<file path="src/rtl/chirp_gen_responder_if.sv">
// Chirp handshake and phase-increment bundle between the pulse controller / DAC path
// (master) and the chirp responder (slave).
interface chirp_gen_responder_if #(
    parameter int PHASE_W = 32
);
    logic               dac_ready;
    logic [127:0]       chirp_parameters_in;
    logic               chirp_init;
    logic               chirp_enable;
    logic               chirp_ready;
    logic               chirp_active;
    logic               chirp_done;
    logic               chirp_aborted;
    logic [PHASE_W-1:0] dds_phase_inc;
    logic               dds_phase_valid;
    logic [31:0]        chirp_sample_index;
    logic [31:0]        chirp_count_total;

    modport master (
        output dac_ready, chirp_parameters_in, chirp_init, chirp_enable,
        input  chirp_ready, chirp_active, chirp_done, chirp_aborted,
        input  dds_phase_inc, dds_phase_valid, chirp_sample_index, chirp_count_total
    );

    modport slave (
        input  dac_ready, chirp_parameters_in, chirp_init, chirp_enable,
        output chirp_ready, chirp_active, chirp_done, chirp_aborted,
        output dds_phase_inc, dds_phase_valid, chirp_sample_index, chirp_count_total
    );
endinterface

</file>
<file path="src/rtl/chirp_gen_responder.sv">
// Chirp responder: answers init/enable and emits a linear-FM phase-increment stream.
// Define CHIRP_SYMMETRIC_EN for a triangular (up then down) chirp.
module chirp_gen_responder #(
    parameter int PHASE_W        = 32,
    parameter int HOLDOFF_CYCLES = 4
) (
    input  logic                  clk_fmc150,
    input  logic                  resetn_fmc150,
    chirp_gen_responder_if.slave  bus
);
    localparam int HW = (HOLDOFF_CYCLES > 1) ? $clog2(HOLDOFF_CYCLES) : 1;
    localparam logic [HW-1:0] HOLD_LAST = HW'(HOLDOFF_CYCLES - 1);

    typedef enum logic [2:0] {
        S_IDLE,
        S_READY,
        S_RUN,
        S_DONE,
        S_HOLDOFF
    } state_t;

    state_t             state_q, state_d;
    logic [HW-1:0]      hold_cnt_q, hold_cnt_d;
    logic [PHASE_W-1:0] coef_q, coef_d;
    logic [31:0]        max_q, max_d;
    logic [PHASE_W-1:0] acc_q, acc_d;
    logic [31:0]        k_q, k_d;
    logic [31:0]        count_q, count_d;
    logic               chirp_ready_q, chirp_ready_d;
    logic               chirp_active_q, chirp_active_d;
    logic               chirp_done_q, chirp_done_d;
    logic               chirp_aborted_q, chirp_aborted_d;
    logic [PHASE_W-1:0] phase_out_q, phase_out_d;
`ifdef CHIRP_SYMMETRIC_EN
    logic               down_q, down_d;
    logic [31:0]        dcnt_q, dcnt_d;
`endif
    logic               rst_sync_q;
    logic               abort_req;
    logic               unused_params;

    assign unused_params = ^bus.chirp_parameters_in[127:96];
    assign abort_req     = !bus.chirp_enable || !bus.dac_ready;

    // Reset asserts asynchronously, releases one clock after resetn rises.
    always_ff @(posedge clk_fmc150 or negedge resetn_fmc150) begin
        if (!resetn_fmc150) rst_sync_q <= 1'b0;
        else                rst_sync_q <= 1'b1;
    end

    always_comb begin
        state_d         = state_q;
        hold_cnt_d      = hold_cnt_q;
        coef_d          = coef_q;
        max_d           = max_q;
        acc_d           = acc_q;
        k_d             = k_q;
        count_d         = count_q;
        chirp_aborted_d = 1'b0;
`ifdef CHIRP_SYMMETRIC_EN
        down_d          = down_q;
        dcnt_d          = dcnt_q;
`endif
        case (state_q)
            S_IDLE: begin
                if (bus.dac_ready) state_d = S_READY;
            end
            S_READY: begin
                if (!bus.dac_ready) begin
                    state_d = S_IDLE;
                end else if (bus.chirp_init && bus.chirp_enable) begin
                    acc_d   = PHASE_W'(bus.chirp_parameters_in[95:64]);
                    coef_d  = PHASE_W'(bus.chirp_parameters_in[63:32]);
                    max_d   = bus.chirp_parameters_in[31:0];
                    k_d     = 32'd0;
                    state_d = S_RUN;
`ifdef CHIRP_SYMMETRIC_EN
                    down_d  = 1'b0;
                    dcnt_d  = 32'd0;
`endif
                end
            end
            S_RUN: begin
                // Abort takes priority over completion on the same edge.
                if (abort_req) begin
                    state_d         = S_HOLDOFF;
                    hold_cnt_d      = '0;
                    chirp_aborted_d = 1'b1;
`ifdef CHIRP_SYMMETRIC_EN
                end else if (down_q) begin
                    if (dcnt_q == max_q) begin
                        state_d = S_DONE;
                        count_d = count_q + 32'd1;
                    end else begin
                        acc_d  = acc_q - coef_q;
                        k_d    = k_q + 32'd1;
                        dcnt_d = dcnt_q + 32'd1;
                    end
                end else if (k_q == max_q) begin
                    if (max_q == 32'd0) begin
                        state_d = S_DONE;
                        count_d = count_q + 32'd1;
                    end else begin
                        down_d = 1'b1;
                        acc_d  = acc_q - coef_q;
                        k_d    = k_q + 32'd1;
                        dcnt_d = 32'd1;
                    end
`else
                end else if (k_q == max_q) begin
                    state_d = S_DONE;
                    count_d = count_q + 32'd1;
`endif
                end else begin
                    acc_d = acc_q + coef_q;
                    k_d   = k_q + 32'd1;
                end
            end
            S_DONE: begin
                state_d    = S_HOLDOFF;
                hold_cnt_d = '0;
            end
            S_HOLDOFF: begin
                if (hold_cnt_q == HOLD_LAST) begin
                    state_d = bus.dac_ready ? S_READY : S_IDLE;
                end else begin
                    hold_cnt_d = hold_cnt_q + 1'b1;
                end
            end
            default: state_d = S_IDLE;
        endcase

        // Outputs are decoded from the next state so they land registered with it.
        chirp_ready_d  = (state_d == S_READY);
        chirp_active_d = (state_d == S_RUN);
        chirp_done_d   = (state_d == S_DONE);
        phase_out_d    = chirp_active_d ? acc_d : '0;
    end

    always_ff @(posedge clk_fmc150 or negedge rst_sync_q) begin
        if (!rst_sync_q) begin
            state_q         <= S_IDLE;
            hold_cnt_q      <= '0;
            coef_q          <= '0;
            max_q           <= '0;
            acc_q           <= '0;
            k_q             <= '0;
            count_q         <= '0;
            chirp_ready_q   <= 1'b0;
            chirp_active_q  <= 1'b0;
            chirp_done_q    <= 1'b0;
            chirp_aborted_q <= 1'b0;
            phase_out_q     <= '0;
`ifdef CHIRP_SYMMETRIC_EN
            down_q          <= 1'b0;
            dcnt_q          <= '0;
`endif
        end else begin
            state_q         <= state_d;
            hold_cnt_q      <= hold_cnt_d;
            coef_q          <= coef_d;
            max_q           <= max_d;
            acc_q           <= acc_d;
            k_q             <= k_d;
            count_q         <= count_d;
            chirp_ready_q   <= chirp_ready_d;
            chirp_active_q  <= chirp_active_d;
            chirp_done_q    <= chirp_done_d;
            chirp_aborted_q <= chirp_aborted_d;
            phase_out_q     <= phase_out_d;
`ifdef CHIRP_SYMMETRIC_EN
            down_q          <= down_d;
            dcnt_q          <= dcnt_d;
`endif
        end
    end

    assign bus.chirp_ready        = chirp_ready_q;
    assign bus.chirp_active       = chirp_active_q;
    assign bus.chirp_done         = chirp_done_q;
    assign bus.chirp_aborted      = chirp_aborted_q;
    assign bus.dds_phase_inc      = phase_out_q;
    assign bus.dds_phase_valid    = chirp_active_q;
    assign bus.chirp_sample_index = k_q;
    assign bus.chirp_count_total  = count_q;
endmodule
</file>
<file path="src/flat_wrapper.sv">
// flat-port wrapper written by rule: the top's interface ports become plain ports
module chirp_gen_responder_flat 
#(
    parameter int PHASE_W        = 32,
    parameter int HOLDOFF_CYCLES = 4
)
  (clk_fmc150, resetn_fmc150, bus_dac_ready, bus_chirp_parameters_in, bus_chirp_init, bus_chirp_enable, bus_chirp_ready, bus_chirp_active, bus_chirp_done, bus_chirp_aborted, bus_dds_phase_inc, bus_dds_phase_valid, bus_chirp_sample_index, bus_chirp_count_total);
  chirp_gen_responder_if #(.PHASE_W(PHASE_W)) bus_i ();
  input  logic clk_fmc150;
  input  logic resetn_fmc150;
  input wire logic [$bits(bus_i.dac_ready)-1:0] bus_dac_ready;
  input wire logic [$bits(bus_i.chirp_parameters_in)-1:0] bus_chirp_parameters_in;
  input wire logic [$bits(bus_i.chirp_init)-1:0] bus_chirp_init;
  input wire logic [$bits(bus_i.chirp_enable)-1:0] bus_chirp_enable;
  output wire logic [$bits(bus_i.chirp_ready)-1:0] bus_chirp_ready;
  output wire logic [$bits(bus_i.chirp_active)-1:0] bus_chirp_active;
  output wire logic [$bits(bus_i.chirp_done)-1:0] bus_chirp_done;
  output wire logic [$bits(bus_i.chirp_aborted)-1:0] bus_chirp_aborted;
  output wire logic [$bits(bus_i.dds_phase_inc)-1:0] bus_dds_phase_inc;
  output wire logic [$bits(bus_i.dds_phase_valid)-1:0] bus_dds_phase_valid;
  output wire logic [$bits(bus_i.chirp_sample_index)-1:0] bus_chirp_sample_index;
  output wire logic [$bits(bus_i.chirp_count_total)-1:0] bus_chirp_count_total;
  assign bus_i.dac_ready = bus_dac_ready;
  assign bus_i.chirp_parameters_in = bus_chirp_parameters_in;
  assign bus_i.chirp_init = bus_chirp_init;
  assign bus_i.chirp_enable = bus_chirp_enable;
  assign bus_chirp_ready = bus_i.chirp_ready;
  assign bus_chirp_active = bus_i.chirp_active;
  assign bus_chirp_done = bus_i.chirp_done;
  assign bus_chirp_aborted = bus_i.chirp_aborted;
  assign bus_dds_phase_inc = bus_i.dds_phase_inc;
  assign bus_dds_phase_valid = bus_i.dds_phase_valid;
  assign bus_chirp_sample_index = bus_i.chirp_sample_index;
  assign bus_chirp_count_total = bus_i.chirp_count_total;
  chirp_gen_responder #(.PHASE_W(PHASE_W), .HOLDOFF_CYCLES(HOLDOFF_CYCLES)) u_core (.clk_fmc150(clk_fmc150), .resetn_fmc150(resetn_fmc150), .bus(bus_i));
endmodule
</file>
<file path="config.mk">
export PLATFORM = sky130hd
export DESIGN_NAME = chirp_gen_responder_flat
export DESIGN_NICKNAME = d
export VERILOG_FILES = /design/src/rtl/chirp_gen_responder_if.sv /design/src/rtl/chirp_gen_responder.sv /design/src/flat_wrapper.sv
export SDC_FILE = /design/constraint.sdc
export NUM_CORES = 1
export LEC_CHECK = 0
export BUFFER_PORTS_ARGS = -buffer_cell sky130_fd_sc_hd__buf_2
export CORE_ASPECT_RATIO = 0.9
export CORE_MARGIN = 5
export CORE_UTILIZATION = 40
export CTS_CLUSTER_DIAMETER = 30
export CTS_CLUSTER_SIZE = 28
export DETAILED_ROUTE_END_ITERATION = 10
export SYNTH_ARGS = -nofsm -noshare
export SYNTH_HDL_FRONTEND = slang
export SYNTH_SLANG_ARGS = --single-unit
</file>
<file path="constraint.sdc">
create_clock -name clk_fmc150 -period 17 [get_ports clk_fmc150]
set_clock_uncertainty 0.1 [all_clocks]
set_input_delay 1.7 -clock clk_fmc150 [delete_from_list [all_inputs] [get_ports clk_fmc150]]
set_output_delay 1.7 -clock clk_fmc150 [all_outputs]
set_load 0.02 [all_outputs]
</file>
==> flow_summary.json, run 1 <==
{
  "cpMostUsedCell": "nor2_1",
  "grt_pass1_wl_um": 42800,
  "postCtsResizedCells": 0,
  "syn-num-nets": 1169,
  "async_reset_ff_frac": 1.00,
  "cp_data_arrival_time_ps": 4190,
  "worstPathMaxFanout": 43,
  "fin_crit_sh": 0.230,
  "globalRouteOverflowTotal": 0,
  "fin_area_mm2": 0.0129,
  "synth_edf_count": 0,
  "die_h_um": 159,
  "avgSynthCellArea_um2": 9.89,
  "ir_drop_uv": 74.5,
  "ys_seq_area_frac": 0.511,
  "grt.busiest_layer": "met2",
  "tightestPinTransition_ps": 1330,
  "synth_cell_types": 58,
  "clkLatencyLatePin_ps": 530,
  "fmax_mhz": 256,
  "syn_area_mm2": 0.00990,
  "syn-instance-count": 1001,
  "nets": 1390,
  "slew_violations": 0,
  "cts_root_buf": "clkbuf_16",
  "numPortBuffers": 201,
  "viasPerCell": 5.12,
  "p_leak_uw": 0.00681,
  "clk_path_buf_depth": 3,
  "hold_violations": 0,
  "hold_class": "reg2async",
  "pwr_density_cell_mw_per_mm2": 168,
  "min_period_ps": 3910,
  "clk_pin_slew_ps": 40,
  "critPathCaptureType": "flop",
  "htree_levels": 2,
  "rsz0062_at_grt": "no",
  "cts_sinks": 202,
  "crit_type": "in2reg",
  "cts_tree": "yes",
  "slowest_delay_ps": 500,
  "cts_buffers": 49,
  "initial_core_util": 0.407,
  "use_met3": 0.0458,
  "ant_nets": 0,
  "die_w_um": 176,
  "antenna_found_initial": 0,
  "io-pin-count": 234,
  "critical_path_required_ps": 17280,
  "met2_usage": 0.277,
  "grt_usage": 0.184,
  "cts_setup_buffers": 0,
  "drv_cap": 0,
  "use_met1": 0.268,
  "path_cells": "buf_2 > nand2_1 > or3_1 > a31oi_4 > buf_4 > o21bai_1 > nor2_1 > nand3_1 > xor2_1 > nor2_1",
  "die_area_mm2": 0.0280,
  "wl_per_cell_um": 16.6,
  "start_kind": "input port",
  "outcome": "complete, no violations",
  "drive_gt1_frac": 0.243,
  "vias": 8000,
  "dr.first_iter.drc_count": 457,
  "placed_area_mm2": 0.0112,
  "gp_congestion": 0.872,
  "areaGrowthSynthToFinish_pct": 29.9,
  "drc": 0,
  "hold_slack_ps": 288,
  "synth-seq-cells": 202,
  "routed_wl_um": 26000,
  "tns_ps": 0,
  "setup_viol": 0,
  "drtPass1Iterations": 5,
  "max-slew-margin-rel": 0.100,
  "synthFlopType": "dfrtp_1",
  "synth_warnings": 0,
  "coreArea_mm2": 0.0243,
  "num_rows": 54,
  "grt_start_max_net_pins": 81,
  "hpwl_um": 17900,
  "diodes": 0,
  "first_global_vias": 8220,
  "slowest_stage": "nor2_1",
  "postCtsHoldBufs": 0
}
-- layout by cell type (no fill, tap or decap), types with 12 or more instances in the layout --
| cell type | instances |
|---|---|
| nand2_1 | 245 |
| buf_2 | 201 |
| dfrtp_1 | 201 |
| xnor2_1 | 79 |
| nor2_1 | 53 |
| clkbuf_16 | 49 |
| xor2_1 | 40 |
| a21o_1 | 38 |
| ha_1 | 34 |
| a21oi_1 | 30 |
| nand4_1 | 28 |
| nand3_1 | 28 |
| a22o_1 | 27 |
| and3_1 | 18 |
| o21ai_0 | 14 |
| inv_1 | 14 |
| clkbuf_1 | 14 |
| and2_1 | 12 |
-- path summary, 6_finish.rpt --
path	depth (start not counted)	slack, ps	start	end
min in group clk_fmc150	1	370	u_core.bus.chirp_count_total[31]	u_core.bus.chirp_count_total[31]
setup / recovery	10	13090	bus_chirp_enable	u_core.bus.chirp_sample_index[20]
max in group asynchronous	1	14990	u_core.rst_sync_q	u_core.coef_q[9]
setup reg to reg	11	13550	u_core.acc_q[0]	u_core.acc_q[30]
hold / removal	0	290	u_core.rst_sync_q	u_core.max_q[8]
hold reg to reg	0	290	u_core.rst_sync_q	u_core.max_q[8]
-- Yosys cell counts, types with 5 or more instances --
master	instances	share of area
nand2_1	245	0.093
dfrtp_1	202	0.51
xnor2_1	79	0.070
nor2_1	54	0.020
xor2_1	40	0.035
a21o_1	38	0.029
ha_1	34	0.043
a21oi_1	30	0.015
clkbuf_1	29	0.011
nand3_1	28	0.014
nand4_1	28	0.018
a22o_1	27	0.024
and3_1	18	0.011
inv_1	14	0.0053
o21ai_0	14	0.0071
and2_1	12	0.0076
nor3_1	9	0.0045
and4_1	8	0.0071
o21a_1	7	0.0053
buf_2	6	0.0030
a221o_1	5	0.0051
o21ai_1	5	0.0025
o21bai_1	5	0.0038
or3_1	5	0.0032
-- power by group --
group	internal, uW	switching (uW)
logic	255	337
registers	579	68.4
clock network	657	267
-- metrics by stage --
stage          instances   util  worst slack, ps  power, uW
3_5_place_dp        1479  0.461            12540       1240
5_1_grt             1564  0.529            12860       2290
4_1_cts             1564  0.529            13070       2180
2_1_floorplan       1001      -            10820       1100
3_3_place_gp        1479  0.461            12570       1230
6_report            1564  0.529            13090       2160
-- metal layers --
| metal | share of wire | up-vias |
|---|---|---|
| met5 | 0 | - |
| met4 | 0.015 | 0 |
| met3 | 0.068 | 42 |
| met2 | 0.43 | 229 |
| met1 | 0.48 | 3835 |
| li1 | - | 3894 |
-- critical path: cells and delay by family --
kind / cells / cell delay [ps]
AND/OR/NAND/NOR: 5 / 1300
AO/OA/AOI/OAI: 2 / 420
XOR/XNOR: 1 / 180
buffers and inverters: 2 / 590
-- state kept, by name (all words and copies together) (netlist names) --
name	count
u_core.acc_q	32
u_core.bus.chirp_aborted	1
u_core.bus.chirp_active	1
u_core.bus.chirp_count_total	32
u_core.bus.chirp_done	1
u_core.bus.chirp_ready	1
u_core.bus.chirp_sample_index	32
u_core.bus.dds_phase_inc	32
u_core.coef_q	32
u_core.hold_cnt_q	2
u_core.max_q	32
u_core.rst_sync_q	1
u_core.state_q	3
-- logic make-up (layout without fill, tap and decap cells) --
logic type                 Yosys count  in the layout  synth area share
and+or+nand+nor                    421            421             0.189
DFF                                202            202             0.511
xor gates and xnor gates           119            119             0.105
AOI/OAI and AO/OA                  167            167             0.126
buffers and inverters               53            308            0.0212
adders and majority gates           35             35            0.0450
muxes                                3              3           0.00329
other                                1              1          0.000379
-- area by class of cell --
type / instances / area (um2)
fill: 2246 / 11500
multi-input combinational: 746 / 4670
inverter: 15 / 56.3
tap: 308 / 385
timing repair buffer: 208 / 1060
clock inverter: 15 / 258
sequential: 202 / 5060
clock buffer: 70 / 1380
Note: power is estimated with default switching activity, not from simulation.
==> run 2: changes to the inputs <==
- ABC_AREA: unset -> 1
- clock period: 17 -> 3.8 ns (I/O delays scaled with it)
==> run 2 against run 1 <==
Net effect: critical path depth grew 4; final area grew 26%; worst hold slack worse by 260 ps; count of clock-buffer cells in the layout down 6; total power grew to 5.8 times the previous value; first-iteration DRC count up 71%; routed wire length rose by 51%; non-clock buffer count grew 70; core utilization fell by 0.31 points; sequential share of layout area down 8.2 points; die area rose by 25%; final cell count is 66% higher; largest power group is now combinational cells.
==> flow_summary.json, run 2 <==
{
  "hpwl_um": 28600,
  "critPathCaptureType": "flop",
  "swShare": 0.407,
  "cts_sinks": 202,
  "synthFlopType": "dfrtp_1",
  "cpLargestDelayFamily": "simple AND/OR/NAND/NOR gates",
  "hold_class": "in2reg",
  "die_w_um": 197,
  "dr.first_iter.drc_count": 782,
  "globalRouteOverflowTotal": 0,
  "r2r-start": "u_core.bus.chirp_sample_index[0]",
  "clk_pin_slew_ps": 50,
  "start_kind": "flop",
  "die_h_um": 178,
  "crit_type": "reg2reg",
  "switchingPower_uw": 5080,
  "min_period_ps": 2880,
  "grt_pass1_wl_um": 64200,
  "synth_edf_count": 0,
  "slowest_delay_ps": 610,
  "grt_usage": 0.226,
  "async_reset_ff_frac": 1.00,
  "setup_viol": 0,
  "internal_power_uw": 7390,
  "drv_cap": 0,
  "cpMostUsedCell": "nand2_1",
  "worstPathMaxFanout": 67,
  "synth-seq-cells": 202,
  "num_rows": 61,
  "combPwrFrac": 0.384,
  "cts_buffers": 50,
  "cts_root_buf": "clkbuf_16",
  "tightestPinTransition_ps": 996,
  "yosysMostFrequentCell": "nand2_1",
  "critPathLaunch": "u_core.bus.chirp_sample_index[0]",
  "synth_commonest_cells": "nand2_1 (742), inv_1 (243), dfrtp_1 (202)",
  "numPortBuffers": 201,
  "areaGrowthSynthToFinish_pct": 29.7,
  "slowest_stage": "buf_4",
  "first_global_vias": 12400,
  "syn_area_mm2": 0.0125,
  "diodes": 0,
  "postCtsResizedCells": 0,
  "fmax_mhz": 347,
  "ys_seq_area_frac": 0.404,
  "p_clk_frac": 0.338,
  "clk_path_buf_depth": 3,
  "coreArea_mm2": 0.0309,
  "drc": 0,
  "critical_path_required_ps": 4110,
  "grt_start_max_net_pins": 119,
  "p_leak_uw": 0.00883,
  "slew_violations": 0,
  "die_area_mm2": 0.0350,
  "fin_crit_sh": 0.759,
  "synth_top_area_cell": "dfrtp_1",
  "pwr_density_cell_mw_per_mm2": 768,
  "wl_per_cell_um": 15.1,
  "htree_levels": 2,
  "min_from": "bus_chirp_parameters_in[70]",
  "dp.cells": 2440,
  "io-pin-count": 234,
  "syn-instance-count": 1868,
  "fillers": 3047,
  "cts_tree": "yes",
  "outcome": "complete, no violations",
  "syn-num-nets": 2036,
  "synth_cell_types": 38,
  "ys_top_cells_by_area": "dfrtp_1 (40%), nand2_1 (22%), inv_1 (7.3%)",
  "cp_data_arrival_time_ps": 3200,
  "tns_ps": 0,
  "p_seq_frac": 0.278,
  "synth_warnings": 0,
  "routed_wl_um": 39300,
  "antenna_found_initial": 0,
  "clkLatencyLatePin_ps": 540,
  "drive_gt1_frac": 0.150,
  "final_cell_mix": "nand2_1 (742), inv_1 (242), buf_2 (201), dfrtp_1 (201), nor2_1 (188)",
  "vias": 12400,
  "gp_congestion": 0.902,
  "ant_nets": 0,
  "hold_violations": 0,
  "nets": 2318,
  "ir_drop_uv": 498,
  "initial_core_util": 0.405,
  "avgSynthCellArea_um2": 6.70,
  "crit_buf_inv": 2,
  "final_common_cell": "nand2_1",
  "synth_top_area_share": 0.404,
  "fin_cells": 2597,
  "path_cells": "inv_1 > nand2_1 > nand2_1 > nand2_1 > nor2_1 > nand2_1 > nor2_1 > nand2_1 > nand2_4 > nand2_2 > buf_4 > nand3_1 > nand2_1 > nor2_1",
  "drtPass1Iterations": 7,
  "max-slew-margin-rel": 0.336,
  "viasPerCell": 4.79,
  "rsz0062_at_grt": "no"
}
==> run 2: changes by cell type in the layout (fill, tap and decap cells not counted), sizes merged, moves of 27 or more <==
cell / delta
a22o: -27
nor2: +137
nand2: +499
o21ai: +60
nand3: +83
xnor2: -62
inv: +245
a21o: -37
dlygate4sd3: +67
==> run 2: per-layer routing <==
layer,wire length (um),up-vias,GRT usage
met2,18100,282,0.373
met3,1930,62,0.0366
met5,0,-,0
met1,18400,5753,0.312
met4,868,0,0.0576
li1,-,6351,-
==> run 2: through the flow <==
step	total power [uW]	utilization	worst slack (ps)	cell area [um2]	hold WS, ps
floorplan	6840	-	356	12500	-15.6
global placement	8120	0.449	951	13900	55.2
detailed placement	8190	0.449	921	13900	55.1
CTS	12500	0.525	888	16200	2.41
global route	13500	0.525	585	16200	21.3
finish	12500	0.525	916	16200	23.4
==> run 2: kinds of logic (layout without fill, tap and decap cells) <==
group,after synthesis,count (layout),synth area share
compound gates,125,125,0.0527
xor+xnor,57,57,0.0399
fa+ha+maj,35,35,0.0356
buf+inv,312,632,0.0993
flops,202,202,0.404
other cells,1,1,0.000299
simple gates,1136,1136,0.369
==> run 2: worst paths after layout <==
kind / cells past startpoint / to / slack, ps
max: 14 / u_core.bus.chirp_sample_index[6] / 920
min: 3 / u_core.bus.dds_phase_inc[6] / 20
max reg2reg: 14 / u_core.bus.chirp_sample_index[6] / 920
min reg2reg: 1 / u_core.coef_q[25] / 380
max in group asynchronous: 1 / u_core.max_q[16] / 2460
min in group asynchronous: 2 / u_core.rst_sync_q / 60
==> run 2: layout make-up <==
cell class | instances | area (um2) | area share
Multi-Input combinational cell | 1354 | 6230 | 0.384
Sequential cell | 202 | 5060 | 0.311
Timing Repair Buffer | 278 | 1760 | 0.109
Clock buffer | 64 | 1380 | 0.0852
Inverter | 264 | 991 | 0.0610
Tap cell | 409 | 512 | 0.0315
Clock inverter | 26 | 302 | 0.0186
==> run 2: worst min-delay path: stages <==
cell	delay, ps
buf_2	90
inv_1	50
o21ai_1	90
==> run 2: power by group through the flow <==
stage	clock network [uW]	registers (uW)	logic (uW)
floorplan	0	3520	3320
finish	4210	3470	4790
global placement	0	3470	4640
CTS	4290	3470	4790
global route	4410	3570	5470
detailed placement	0	3480	4710
==> run 2: what timing repair did <==
item | 4_1_cts | 5_1_grt
hold buffers | 67 | 0
buffers inserted | 0 | 0
hold endpoints to repair | 67 | 0
